==> src/rtl/csr_pkg.sv <==
// rtl/csr_pkg.sv - shared encodings and helpers for the CSR access unit
//
// Purpose: Zicsr funct3 encodings, implemented CSR addresses, sequencer
//          state enum and the implemented-address lookup.
// Ports:   none (package).
package csr_pkg;

  localparam logic [2:0] F3_RW  = 3'b001;
  localparam logic [2:0] F3_RS  = 3'b010;
  localparam logic [2:0] F3_RC  = 3'b011;
  localparam logic [2:0] F3_RWI = 3'b101;
  localparam logic [2:0] F3_RSI = 3'b110;
  localparam logic [2:0] F3_RCI = 3'b111;

  localparam logic [11:0] CSR_FFLAGS   = 12'h001;
  localparam logic [11:0] CSR_FRM      = 12'h002;
  localparam logic [11:0] CSR_FCSR     = 12'h003;
  localparam logic [11:0] CSR_MSTATUS  = 12'h300;
  localparam logic [11:0] CSR_CYCLE    = 12'hC00;
  localparam logic [11:0] CSR_INSTRET  = 12'hC02;
  localparam logic [11:0] CSR_CYCLEH   = 12'hC80;
  localparam logic [11:0] CSR_INSTRETH = 12'hC82;

  typedef enum logic [1:0] {
    ST_IDLE  = 2'd0,
    ST_READ  = 2'd1,
    ST_WRITE = 2'd2,
    ST_RESP  = 2'd3
  } csr_state_e;

  function automatic logic is_implemented(input logic [11:0] addr);
    return addr inside {CSR_FFLAGS, CSR_FRM, CSR_FCSR, CSR_MSTATUS,
                        CSR_CYCLE, CSR_INSTRET, CSR_CYCLEH, CSR_INSTRETH};
  endfunction

endpackage

==> src/rtl/csr_alu.sv <==
// rtl/csr_alu.sv - combinational Zicsr source select, new value, write enable, legality
//
// Purpose: given the latched instruction fields and the old CSR value,
//          produce the value to write, whether a write is wanted and
//          whether the instruction is illegal.
// Ports:
//   funct3_i     Zicsr funct3
//   csr_i        CSR address
//   rs1_val_i    rs1 register value (register forms)
//   rs1_idx_i    rs1 index / zimm (immediate forms)
//   old_val_i    current CSR contents
//   new_val_o    value to write
//   wen_o        write wanted (before legality gating)
//   illegal_o    illegal-instruction flag
module csr_alu
  import csr_pkg::*;
#(
  parameter bit CHECK_RO = 1'b1
) (
  input  logic [2:0]  funct3_i,
  input  logic [11:0] csr_i,
  input  logic [31:0] rs1_val_i,
  input  logic [4:0]  rs1_idx_i,
  input  logic [31:0] old_val_i,
  output logic [31:0] new_val_o,
  output logic        wen_o,
  output logic        illegal_o
);

  logic [31:0] src;
  logic        is_rw;
  logic        bad_f3;
  logic        ro_addr;

  always_comb begin
    src       = funct3_i[2] ? {27'b0, rs1_idx_i} : rs1_val_i;
    is_rw     = (funct3_i[1:0] == 2'b01);
    bad_f3    = (funct3_i[1:0] == 2'b00);
    ro_addr   = (csr_i[11:10] == 2'b11);
    new_val_o = src;
    case (funct3_i[1:0])
      2'b10:   new_val_o = old_val_i | src;
      2'b11:   new_val_o = old_val_i & ~src;
      default: new_val_o = src;
    endcase
    // Set/clear with x0 (or zimm 0) must not write, so a plain read of a
    // read-only counter stays legal.
    wen_o     = is_rw || (rs1_idx_i != 5'd0);
    illegal_o = bad_f3 || !is_implemented(csr_i) || (CHECK_RO && wen_o && ro_addr);
  end

endmodule

==> src/rtl/csr_access_unit.sv <==
// rtl/csr_access_unit.sv - sequencer executing one Zicsr instruction against the CSR file
//
// Purpose: accept a decoded CSR instruction, read the old value, issue the
//          write, return the old value for rd and retire via instret step.
// Ports:
//   clk_i, reset_i               clock, asynchronous active-low reset
//   req_valid_i / req_ready_o    request handshake
//   req_funct3_i, req_csr_i      instruction funct3 and CSR address
//   req_rs1_val_i, req_rs1_idx_i rs1 value and rs1 index / zimm
//   rsp_valid_o / rsp_ready_i    response handshake
//   rsp_rd_val_o, rsp_illegal_o  old CSR value and illegal flag
//   csrRAddr_o, csrRData_i       CSR file read port
//   csrWAddr_o, csrWData_o       CSR file write port
//   csrInstStep_o                one-cycle instret increment
module csr_access_unit
  import csr_pkg::*;
#(
  parameter logic [11:0] IDLE_ADDR = 12'h000,
  parameter bit          CHECK_RO  = 1'b1
) (
  input  logic        clk_i,
  input  logic        reset_i,
  input  logic        req_valid_i,
  output logic        req_ready_o,
  input  logic [2:0]  req_funct3_i,
  input  logic [11:0] req_csr_i,
  input  logic [31:0] req_rs1_val_i,
  input  logic [4:0]  req_rs1_idx_i,
  output logic        rsp_valid_o,
  input  logic        rsp_ready_i,
  output logic [31:0] rsp_rd_val_o,
  output logic        rsp_illegal_o,
  output logic [11:0] csrRAddr_o,
  input  logic [31:0] csrRData_i,
  output logic [11:0] csrWAddr_o,
  output logic [31:0] csrWData_o,
  output logic        csrInstStep_o
);

  csr_state_e  state_q;
  logic        req_ready_q;
  logic [2:0]  funct3_q;
  logic [11:0] csr_q;
  logic [31:0] rs1_val_q;
  logic [4:0]  rs1_idx_q;
  logic        rsp_valid_q;
  logic [31:0] rd_val_q;
  logic        illegal_q;
  logic [11:0] raddr_q;
  logic [11:0] waddr_q;
  logic [31:0] wdata_q;

  logic [31:0] alu_new_val;
  logic        alu_wen;
  logic        alu_illegal;

  csr_alu #(
    .CHECK_RO (CHECK_RO)
  ) u_alu (
    .funct3_i  (funct3_q),
    .csr_i     (csr_q),
    .rs1_val_i (rs1_val_q),
    .rs1_idx_i (rs1_idx_q),
    .old_val_i (csrRData_i),
    .new_val_o (alu_new_val),
    .wen_o     (alu_wen),
    .illegal_o (alu_illegal)
  );

  always_ff @(posedge clk_i or negedge reset_i) begin
    if (!reset_i) begin
      state_q     <= ST_IDLE;
      req_ready_q <= 1'b0;
      funct3_q    <= 3'b000;
      csr_q       <= IDLE_ADDR;
      rs1_val_q   <= 32'h0;
      rs1_idx_q   <= 5'd0;
      rsp_valid_q <= 1'b0;
      rd_val_q    <= 32'h0;
      illegal_q   <= 1'b0;
      raddr_q     <= IDLE_ADDR;
      waddr_q     <= IDLE_ADDR;
      wdata_q     <= 32'h0;
    end else begin
      case (state_q)
        ST_IDLE: begin
          // Ready is registered so it stays low through reset and rises on
          // the first edge after release.
          req_ready_q <= 1'b1;
          if (req_valid_i && req_ready_q) begin
            funct3_q    <= req_funct3_i;
            csr_q       <= req_csr_i;
            rs1_val_q   <= req_rs1_val_i;
            rs1_idx_q   <= req_rs1_idx_i;
            raddr_q     <= req_csr_i;
            req_ready_q <= 1'b0;
            state_q     <= ST_READ;
          end
        end
        ST_READ: begin
          // The old value is captured here, one cycle before the write, so
          // rd always sees the pre-write contents.
          raddr_q   <= IDLE_ADDR;
          rd_val_q  <= alu_illegal ? 32'h0 : csrRData_i;
          illegal_q <= alu_illegal;
          if (alu_wen && !alu_illegal) begin
            waddr_q <= csr_q;
            wdata_q <= alu_new_val;
          end
          state_q <= ST_WRITE;
        end
        ST_WRITE: begin
          waddr_q     <= IDLE_ADDR;
          wdata_q     <= 32'h0;
          rsp_valid_q <= 1'b1;
          state_q     <= ST_RESP;
        end
        ST_RESP: begin
          if (rsp_ready_i) begin
            rsp_valid_q <= 1'b0;
            rd_val_q    <= 32'h0;
            illegal_q   <= 1'b0;
            req_ready_q <= 1'b1;
            state_q     <= ST_IDLE;
          end
        end
        default: state_q <= ST_IDLE;
      endcase
    end
  end

  assign req_ready_o   = req_ready_q;
  assign rsp_valid_o   = rsp_valid_q;
  assign rsp_rd_val_o  = rd_val_q;
  assign rsp_illegal_o = illegal_q;
  assign csrRAddr_o    = raddr_q;
  assign csrWAddr_o    = waddr_q;
  assign csrWData_o    = wdata_q;
  // Retire exactly in the handshake cycle; the file increments at its end.
  assign csrInstStep_o = rsp_valid_q && rsp_ready_i && !illegal_q;

endmodule

==> config.mk <==
export PLATFORM = sky130hd
export DESIGN_NAME = csr_access_unit
export DESIGN_NICKNAME = d
export VERILOG_FILES = /design/src/rtl/csr_pkg.sv /design/src/rtl/csr_alu.sv /design/src/rtl/csr_access_unit.sv
export SDC_FILE = /design/constraint.sdc
export NUM_CORES = 1
export LEC_CHECK = 0
export ABC_CLOCK_PERIOD_IN_PS = 2600
export BUFFER_PORTS_ARGS = -buffer_cell sky130_fd_sc_hd__buf_2
export CORE_MARGIN = 2
export CORE_UTILIZATION = 52
export DETAILED_ROUTE_END_ITERATION = 8
export MAX_ROUTING_LAYER = met4
export PLACE_DENSITY = 0.83
export REMOVE_ABC_BUFFERS = 1
export SETUP_SLACK_MARGIN = 0.4
export SYNTH_ARGS = -nofsm -noshare
export SYNTH_HDL_FRONTEND = slang
export SYNTH_HIERARCHICAL = 1
export SYNTH_SLANG_ARGS = --single-unit
==> constraint.sdc <==
create_clock -name clk_i -period 2.6 [get_ports clk_i]
set_input_delay 0.39 -clock clk_i [delete_from_list [all_inputs] [get_ports clk_i]]
set_output_delay 0.39 -clock clk_i [all_outputs]
set_load 0.02 [all_outputs]
==> metrics.csv <==
stage;metric;value;unit
pwr;p_leak;0.004669;uW
global_route;grt_max_degree;76;
clock_tree;htree_levels;4;
timing;worstMarginPinSlew;837.5;ps
logic_synthesis;async_flop_share;100.0;%
clock_tree;cts_buffers;17;
logic_synthesis;syn-instance-count;658;
detailed_routing;postRouteAntennaNets;0;
detailed_routing;via_count;5636;
global_route;grt_overflow_total;0;
timing;setup_ws;226.7;ps
logic_synthesis;synth_seq_cells;145;
placed_design;post-place-ws;201.3;ps
setup_path;cp_slowest_stage_delay;580;ps
logic_synthesis;synth_edf_count;0;
clock_tree;cts.sinks;145;
setup_path;required;2900;ps
timing;final.min_clock_period;2373;ps
detailed_routing;route.detailed.drc;0;
timing;slew_violations;0;
timing;grt_setup_unrepaired;yes;
clock_tree;cts_tree;yes;
die;ios;180;
hold_path;hp-class;in -> reg;
pwr;p_clk_share;30.0;%
global_route;antenna_found_initial;1;
job;maxCapViolCount;0;
global_route;grt_pass1_vias;5293;
logic_synthesis;syn_area;6420;um2
detailed_routing;drt_iter0_drc;392;
logic_synthesis;synth_top_area_share;56.52;%
setup_path;path_class;reg -> reg;
global_route;grt_usage;27.90;%
setup_path;path_buf_inv;2;
setup_path;path_delay_family;simple AND/OR/NAND/NOR gates;
timing;clock.fmax;421.4;MHz
setup_path;cp_slowest_cell;or4_4;
pwr;p_sw;3378;uW
detailed_routing;drtPass1Iterations;5;
clock_tree;cts-root-buf;clkbuf_16;
setup_path;cp_max_fo;17;
layout;fill_cells;880;
setup_path;arrival;2680;ps
pwr;powerDensity;1055;nW/um2
logic_synthesis;syn-mean-instance-area;9.757;um2
pwr;sequentialPowerShare;35.1;%
pwr;power_frac_comb;34.9;%
detailed_routing;routed_wl;17970;um
logic_synthesis;synth_most_common_cell;nand2_1;
timing;slew_headroom;42.98;%
setup_path;crit_chain;or4_4 > o311ai_4 > o2111ai_2 > nor2b_4 > buf_6 > mux2i_4 > buf_12 > a22o_1;
layout;regArea;3631;um2
logic_synthesis;yosys_warnings;6;
logic_synthesis;yosysSeqAreaShare;56.52;%
die;start_util;53.45;%
placed_design;port_buffers;179;
die;rows;40;
layout;multi_input_area;2721;um2
clock_tree;path_clk_slew;60;ps
layout;fin_nets;941;
timing;fin_skew;7.358;ps
clock_tree;clock_latency;420;ps
layout;areaGrowthSynthToFinish;35.72;%
die;die_w;115.1;um
layout;final_core_util;72.54;%
die;dieArea;13250;um2
global_route;grt_pass1_wl;27390;um
detailed_routing;post_drt_wl_per_cell;17.81;um
logic_synthesis;synthTopCellsByCount;nand2_1 (225), dfrtp_1 (145), a22o_1 (44), o21ai_0 (30);
logic_synthesis;synth_top_cell_by_area;dfrtp_1;
pwr;switching_share;36.76;%
logic_synthesis;ys_types;33;
layout;drive_gt1_share;36.74;%
pwr;ir_drop;0.8593;mV
clock_tree;cts_buffer_depth;2;
status;status;complete, no violations;
global_route;use_met1;35.96;%
setup_path;end_kind;flip-flop;
logic_synthesis;synthTopCellsByArea;dfrtp_1 (57%), nand2_1 (13%), a22o_1 (6.0%);
global_route;grt_busiest_layer;met2;
die;core_area;12010;um2
setup_path;crit_path_start_kind;flip-flop;
global_route;use_met2;43.69;%
die;die_h;115.1;um
pwr;p_int;5811;uW
global_route;met3_usage;7.749;%
timing;period_share;91.28;%
placed_design;place.gp.congestion;0.8053;
timing;finalHoldViolations;0;
logic_synthesis;synth_ff_type;dfrtp_1;
placed_design;dp_hpwl;11170;um
detailed_routing;via_per_inst;5.586;
timing;setup_viol;0;
[flip-flops by register name (all words and copies together), names as in the netlist, 2 cells and up]
| register | flops |
|---|---|
| csrWAddr_o | 12 |
| rsp_rd_val_o | 32 |
| rs1_idx_q | 5 |
| rs1_val_q | 32 |
| state_q | 2 |
| funct3_q | 3 |
| csrRAddr_o | 12 |
| csr_q | 12 |
| csrWData_o | 32 |
[routing by layer]
layer	vias up	wire, um
met2	252	8812
li1	2633	-
met3	25	1331
met5	-	0
met1	2726	7612
met4	0	209
[worst register-to-register path: stages, from the launching register on]
cell and delay (ps):
dfrtp_1 390, or4_4 580, o311ai_4 250, o2111ai_2 210, nor2b_4 170, buf_6 110
mux2i_4 110, buf_12 200, a22o_1 250
[area by class of cell]
class | count | share of cell area (%)
flip-flops and latches | 145 | 41.67
multi-input cells | 438 | 31.23
repair buffers | 217 | 16.07
clock buffers | 20 | 5.241
clock inverters | 12 | 2.412
well taps | 147 | 2.111
inverters | 28 | 1.206
diodes | 2 | 0.05744
[power by group through the flow]
stage	registers [uW]	logic (uW)	clock network, uW
6_report	3230	3210	2750
2_1_floorplan	3440	1550	0
4_1_cts	3210	3080	2770
3_3_place_gp	3240	2750	0
5_1_grt	3290	3530	2880
3_5_place_dp	3250	2830	0
[cell usage in the layout (no fill, tap or decap), drive strengths merged]
cell type    netlist  routed
dlygate4sd3        0       1
nor2b              3       3
o311ai             1       1
a2111oi            1       1
diode              0       2
and2               1       1
inv               28      28
buf               26     213
o2111ai            1       1
nand2b             1       1
nor2               8       8
o211ai            26      26
o21ai             65      65
mux2i             11      11
nand3b             2       2
ha                 6       6
a21boi             1       1
a22o              44      44
clkbuf            21      23
nand2            225     225
bufinv             0       6
or4                2       2
and3               1       1
dfrtp            145     145
and3b              1       1
clkinv             0       6
mux2               1       1
nand3              7       7
o31ai             28      28
or3                2       2
[final timing paths]
check                           depth (start not counted)          endpoint              from  slack (ps)
worst max-delay path                                    8    csrWData_o[20]      rs1_idx_q[1]         230
worst min-delay path                                    3       funct3_q[2]   req_funct3_i[2]         160
worst max register to register                          8    csrWData_o[20]      rs1_idx_q[1]         230
worst min register to register                          2  rsp_rd_val_o[12]  rsp_rd_val_o[12]         470
max in group asynchronous                               3         csr_q[10]           reset_i        1410
min in group asynchronous                               2  rsp_rd_val_o[24]           reset_i         450
[stage by stage]
stage               area [um2]  hold slack (ps)  instances  setup TNS (ps)  total power [uW]
floorplan                 6170            94.41        611          -21870              4991
global placement          7485            314.5        956               0              5984
detailed placement        7485            316.4        956               0              6075
CTS                       8342            148.9       1000               0              9069
global route              8711            154.2       1008               0              9703
finish                    8713            158.1       1009               0              9189
[what timing repair did]
action	4_1_cts	5_1_grt
hold endpoints to repair	37	0
setup endpoints to repair	75	77
buffers inserted	8	3
pin swaps	8	38
gates cloned	3	4
resized for setup	12	72
hold buffers	1	0
[logic make-up after synthesis]
| logic type | Yosys count | synth area share, % |
|---|---|---|
| simple gates | 253 | 15.65 |
| buf+inv | 75 | 5.535 |
| mux | 12 | 2.280 |
| flops | 145 | 56.52 |
| compound gates | 167 | 18.85 |
| fa+ha+maj | 6 | 1.169 |
(Power assumes the default switching activity.)
